`src/rtl/lifo_stack_reg_if.sv`:
```
// Bundle of the LIFO stack data, request and status signals.
// Ovf/Unf exist only when STACK_ERR_EN is defined.
interface lifo_stack_reg_if #(
    parameter int N  = 8,
    parameter int AW = 3
);
    logic [N-1:0] In;
    logic         Push;
    logic         Pop;
    logic [N-1:0] Out;
    logic         Full;
    logic         Empty;
    logic [AW:0]  Count;
`ifdef STACK_ERR_EN
    logic         Ovf;
    logic         Unf;
`endif

    modport master (
        output In, Push, Pop,
        input  Out, Full, Empty, Count
`ifdef STACK_ERR_EN
        , input Ovf, Unf
`endif
    );

    modport slave (
        input  In, Push, Pop,
        output Out, Full, Empty, Count
`ifdef STACK_ERR_EN
        , output Ovf, Unf
`endif
    );
endinterface

```
`src/rtl/lifo_stack_reg.sv`:
```
// Clocked LIFO stack: register file, stack pointer, decoded flags.
// Optional sticky Ovf/Unf flags when STACK_ERR_EN is defined.
module lifo_stack_reg #(
    parameter int N     = 8,
    parameter int DEPTH = 8,
    parameter int AW    = 3
) (
    input  logic             Clk,
    input  logic             Rst,
    lifo_stack_reg_if.slave  bus
);
    localparam logic [AW:0] DEPTH_W = (AW+1)'(DEPTH);

    logic [N-1:0]  mem_q [DEPTH];
    logic [AW:0]   sp_q;
    logic [AW:0]   sp_d;
    logic [AW:0]   sp_m1;
    logic [AW-1:0] top_idx;
    logic [AW-1:0] wr_idx;
    logic          full;
    logic          empty;
    logic          do_repl;
    logic          do_push;
    logic          do_pop;
    logic          we;

    assign full    = (sp_q == DEPTH_W);
    assign empty   = (sp_q == '0);
    assign sp_m1   = sp_q - 1'b1;
    assign top_idx = sp_m1[AW-1:0];

    // Pop&Push on an empty stack falls through to a plain push.
    assign do_repl = bus.Push & bus.Pop & ~empty;
    assign do_push = bus.Push & ~do_repl & ~full;
    assign do_pop  = bus.Pop & ~bus.Push & ~empty;
    assign we      = do_repl | do_push;
    assign wr_idx  = do_repl ? top_idx : sp_q[AW-1:0];

    // Next stack pointer; replace and blocked ops leave it alone.
    always_comb begin
        sp_d = sp_q;
        if (do_push) begin
            sp_d = sp_q + 1'b1;
        end else if (do_pop) begin
            sp_d = sp_m1;
        end
    end

    // Stack pointer with asynchronous clear.
    always_ff @(posedge Clk or posedge Rst) begin
        if (Rst) begin
            sp_q <= '0;
        end else begin
            sp_q <= sp_d;
        end
    end

    // Storage array is never cleared; writes are suppressed during reset.
    always_ff @(posedge Clk) begin
        if (!Rst && we) begin
            mem_q[wr_idx] <= bus.In;
        end
    end

    assign bus.Out   = empty ? '0 : mem_q[top_idx];
    assign bus.Full  = full;
    assign bus.Empty = empty;
    assign bus.Count = sp_q;

`ifdef STACK_ERR_EN
    logic ovf_q;
    logic unf_q;

    // Sticky error flags, cleared only by reset.
    always_ff @(posedge Clk or posedge Rst) begin
        if (Rst) begin
            ovf_q <= 1'b0;
            unf_q <= 1'b0;
        end else begin
            if (bus.Push && !bus.Pop && full) begin
                ovf_q <= 1'b1;
            end
            if (bus.Pop && !bus.Push && empty) begin
                unf_q <= 1'b1;
            end
        end
    end

    assign bus.Ovf = ovf_q;
    assign bus.Unf = unf_q;
`endif
endmodule
```
`src/flat_wrapper.sv`:
```
// flat-port wrapper written by rule: the top's interface ports become plain ports
module lifo_stack_reg_flat 
#(
    parameter int N     = 8,
    parameter int DEPTH = 8,
    parameter int AW    = 3
)
  (Clk, Rst, bus_In, bus_Push, bus_Pop, bus_Out, bus_Full, bus_Empty, bus_Count);
  lifo_stack_reg_if #(.N(N), .AW(AW)) bus_i ();
  input  logic Clk;
  input  logic Rst;
  input wire logic [$bits(bus_i.In)-1:0] bus_In;
  input wire logic [$bits(bus_i.Push)-1:0] bus_Push;
  input wire logic [$bits(bus_i.Pop)-1:0] bus_Pop;
  output wire logic [$bits(bus_i.Out)-1:0] bus_Out;
  output wire logic [$bits(bus_i.Full)-1:0] bus_Full;
  output wire logic [$bits(bus_i.Empty)-1:0] bus_Empty;
  output wire logic [$bits(bus_i.Count)-1:0] bus_Count;
  assign bus_i.In = bus_In;
  assign bus_i.Push = bus_Push;
  assign bus_i.Pop = bus_Pop;
  assign bus_Out = bus_i.Out;
  assign bus_Full = bus_i.Full;
  assign bus_Empty = bus_i.Empty;
  assign bus_Count = bus_i.Count;
  lifo_stack_reg #(.N(N), .DEPTH(DEPTH), .AW(AW)) u_core (.Clk(Clk), .Rst(Rst), .bus(bus_i));
endmodule
```
`config.mk`:
```
export PLATFORM = sky130hd
export DESIGN_NAME = lifo_stack_reg_flat
export DESIGN_NICKNAME = d
export VERILOG_FILES = /design/src/rtl/lifo_stack_reg_if.sv /design/src/rtl/lifo_stack_reg.sv /design/src/flat_wrapper.sv
export SDC_FILE = /design/constraint.sdc
export NUM_CORES = 1
export LEC_CHECK = 0
export BUFFER_PORTS_ARGS = -buffer_cell sky130_fd_sc_hd__buf_2
export CORE_MARGIN = 4
export CORE_UTILIZATION = 50
export CTS_CLUSTER_DIAMETER = 40
export DETAILED_ROUTE_END_ITERATION = 10
export PLACE_DENSITY = 0.72
export SYNTH_ARGS = -nofsm -noshare
export SYNTH_HDL_FRONTEND = slang
export SYNTH_SLANG_ARGS = --single-unit
```
`constraint.sdc`:
```
create_clock -name Clk -period 2.7 [get_ports Clk]
set_input_delay 0.54 -clock Clk [delete_from_list [all_inputs] [get_ports Clk]]
set_output_delay 0.54 -clock Clk [all_outputs]
set_load 0.03 [all_outputs]
```
==> impl_metrics.py <==
metrics = {
    "setup_path": {
        "crit_path_end_kind": "primary output",
        "worst-setup-path-type": "reg2out",
        "crit_path_max_fanout": 16,
        "max_stage_delay_ns": 0.42,
        "critical_path_required_ns": 2.16,
        "start_kind": "flip-flop",
        "slowest_stage": "dfrtp_2",
        "crit_chain": "inv_2, ha_2, buf_6, mux4_2, o21ai_0, nand2_1, buf_2",
        "cp.arrival_ns": 2.03,
    },
    "power_and_ir_drop": {
        "powerDensity_nw_per_um2": 1166,
        "peakVddDrop_v": 0.0006531,
        "power.total_mw": 4.052,
        "leakagePower_nw": 1.206,
    },
    "synthesis": {
        "synth_ff_type": "edfxtp_1",
        "avgSynthCellArea_um2": 15.72,
        "synthArstFlopShare_pct": 5.882,
        "syn_area_um2": 3019,
        "seq_area_frac_synth_pct": 66.97,
        "syn-num-nets": 206,
        "synthTopCellsByArea": "edfxtp_1 (64%), mux4_2 (12%), dfrtp_1 (3.3%), o21ai_0 (3.3%), nand2_1 (1.9%)",
        "yosysWarnings": 0,
        "synth_edf_count": 64,
        "yosys.area.top_type": "edfxtp_1",
        "synth-seq-cells": 68,
        "syn_inst": 192,
        "synth_top_area_share_pct": 63.66,
        "ys_types": 41,
    },
    "timing": {
        "fmax_mhz": 389.6,
        "min_period_ns": 2.567,
        "fin_worst_skew_ns": 0.01250,
        "finalHoldViolCount": 0,
        "worst_slew_pin_slew_ns": 0.6510,
        "tns_ns": 0,
        "fin_ws_ns": 0.1330,
        "max_slew_margin_pct": 56.14,
        "grt_setup_unrepaired": "false",
        "setup_viol": 0,
        "slew_viol_final": 0,
        "post-route-period-util_pct": 95.07,
    },
    "flow_run": {
        "maxCapViolations": 0,
    },
    "placed_design": {
        "port_buffers": 25,
        "hpwlAfterDp_um": 3881,
        "dpl_cell_area_um2": 3279,
        "pre_cts_ws_ns": 0.2651,
        "gp_congestion": 0.8054,
    },
    "outcome": {
        "status": "completed",
    },
    "worst_hold_path": {
        "min_path_type": "in2async",
    },
    "route": {
        "drt-initial-drc-count": 134,
        "drtPass1Iterations": 4,
        "via_per_inst": 5.756,
        "wl_um": 6036,
        "drtAntennaViolNets": 0,
        "via_count": 1773,
        "drc": 0,
        "wl_per_cell_um": 19.60,
    },
    "clocking": {
        "clk_pin_slew_ns": 0.08,
        "clkLatencyLatePin_ns": 0.34,
        "cts_tree": "built",
        "clock_sinks": 68,
        "h-tree-depth": 3,
        "cts_inserted_buffers": 9,
        "post_cts_buffers": 0,
        "cts-root-buf": "clkbuf_8",
        "clk_path_buf_depth": 2,
    },
    "cells_and_area": {
        "layout-drive-gt1-share_pct": 37.77,
        "utilization_pct": 59.03,
        "fin_area_um2": 3475,
        "diodes": 0,
        "fillCellCount": 457,
        "nNetsFinal": 243,
        "syn_to_final_growth_pct": 15.08,
    },
    "grt": {
        "gr-total-overflow": 0,
        "grt_max_degree": 27,
        "grt_antenna_before_repair": 0,
        "grt_pass1_wl_um": 9873,
        "grt_usage_pct": 18.61,
        "grt_pass1_vias": 1771,
    },
    "floorplan": {
        "fp.coreArea_um2": 5886,
        "rows": 28,
        "ios": 26,
        "dieWidth_um": 85.71,
        "dieArea_um2": 7345,
        "fp.dieH_um": 85.71,
        "initial_core_util_pct": 51.30,
    },
}
[worst max-delay path, delay by kind of cell, from the launching register on]
kind,cells,cell delay [ns]
adders and majority gates,1,0.31
DFF,1,0.42
and+or+nand+nor,1,0.09
muxes,1,0.29
AOI/OAI and AO/OA,1,0.10
buffers and inverters,3,0.47
[synthesized netlist by cell type (all sizes together) (2+ instances only)]
| master | n |
|---|---|
| nor4 | 3 |
| mux4 | 16 |
| a31oi | 3 |
| a21oi | 5 |
| o21ai | 21 |
| edfxtp | 64 |
| nor2 | 13 |
| ha | 2 |
| nand2 | 15 |
| o211ai | 2 |
| inv | 3 |
| buf | 12 |
| nand2b | 2 |
| clkbuf | 2 |
| nor2b | 3 |
| nand4 | 2 |
| dfrtp | 4 |
| nand3b | 2 |
| and2 | 3 |
[kinds of logic after synthesis]
logic type	after synthesis	synth area share (%)
AOI/OAI and AO/OA	36	7.418
xor gates and xnor gates	2	0.5803
adders and majority gates	2	0.8287
buffers and inverters	18	3.522
DFF	68	66.97
muxes	17	12.27
and+or+nand+nor	49	8.413
[layout make-up]
| type | instances | area [um^2] | share of cell area, % |
|---|---|---|---|
| Clock inverter | 6 | 56.30 | 1.620 |
| Multi-Input combinational cell | 106 | 915.9 | 26.36 |
| Tap cell | 75 | 93.84 | 2.701 |
| Timing Repair Buffer | 40 | 245.2 | 7.058 |
| Sequential cell | 68 | 2023 | 58.23 |
| Inverter | 4 | 16.27 | 0.4681 |
| Clock buffer | 9 | 123.9 | 3.565 |
[sequential cells by signal (all words and copies together), names as in the netlist]
| name | flops |
|---|---|
| u_core.bus.Count | 4 |
| u_core.mem_q | 64 |
[metrics by stage]
stage	hold slack, ns	instances
floorplan	0.3060	192
global placement	0.4521	293
detailed placement	0.4648	293
CTS	0.08997	308
global route	0.09648	308
finish	0.09461	308
[worst paths after layout]
path	startpoint	endpoint	slack (ns)	depth (start not counted)
worst max-delay path	u_core.bus.Count[0]$_DFFE_PP0P_	bus_Out[0]	0.13	7
worst min-delay path	Rst	u_core.bus.Count[2]$_DFFE_PP0P_	0.09	2
worst max register to register	u_core.bus.Count[0]$_DFFE_PP0P_	u_core.mem_q[4][0]$_DFFE_PP_	0.38	7
worst min register to register	u_core.bus.Count[1]$_DFFE_PP0P_	u_core.bus.Count[1]$_DFFE_PP0P_	0.61	2
max in group asynchronous	Rst	u_core.bus.Count[0]$_DFFE_PP0P_	2.41	2
min in group Clk	bus_In[2]	u_core.mem_q[2][2]$_DFFE_PP_	0.47	1
[cell usage in the layout, fill, tap and decap left out, types with 5 or more instances in the layout]
master    instances
edfxtp_1         64
buf_2            25
o21ai_0          20
mux4_2           16
nand2_1          15
buf_4            13
clkbuf_8          9
nor2_2            8
nor2_1            5
[power breakdown]
part | switching (mW) | total [mW] | internal (mW)
clock network | 0.370 | 0.782 | 0.412
registers | 0.0565 | 1.33 | 1.27
logic | 1.20 | 1.94 | 0.749
total | 1.62 | 4.05 | 2.43
[repair_timing]
action                     CTS  global route
hold endpoints to repair     0             0
hold buffers                 0             0
setup endpoints to repair    8             9
resized for setup            2             4
[layer usage]
layer	share of wire [%]	wire [um]	GRT usage, %	vias up
met3	6.9	419	6.532	8
li1	-	-	-	819
met2	48	2886	27.68	66
met5	0	0	0	-
met1	44	2638	25.49	880
met4	1.5	91	6.906	0
Note: power is estimated with default switching activity, not from simulation.
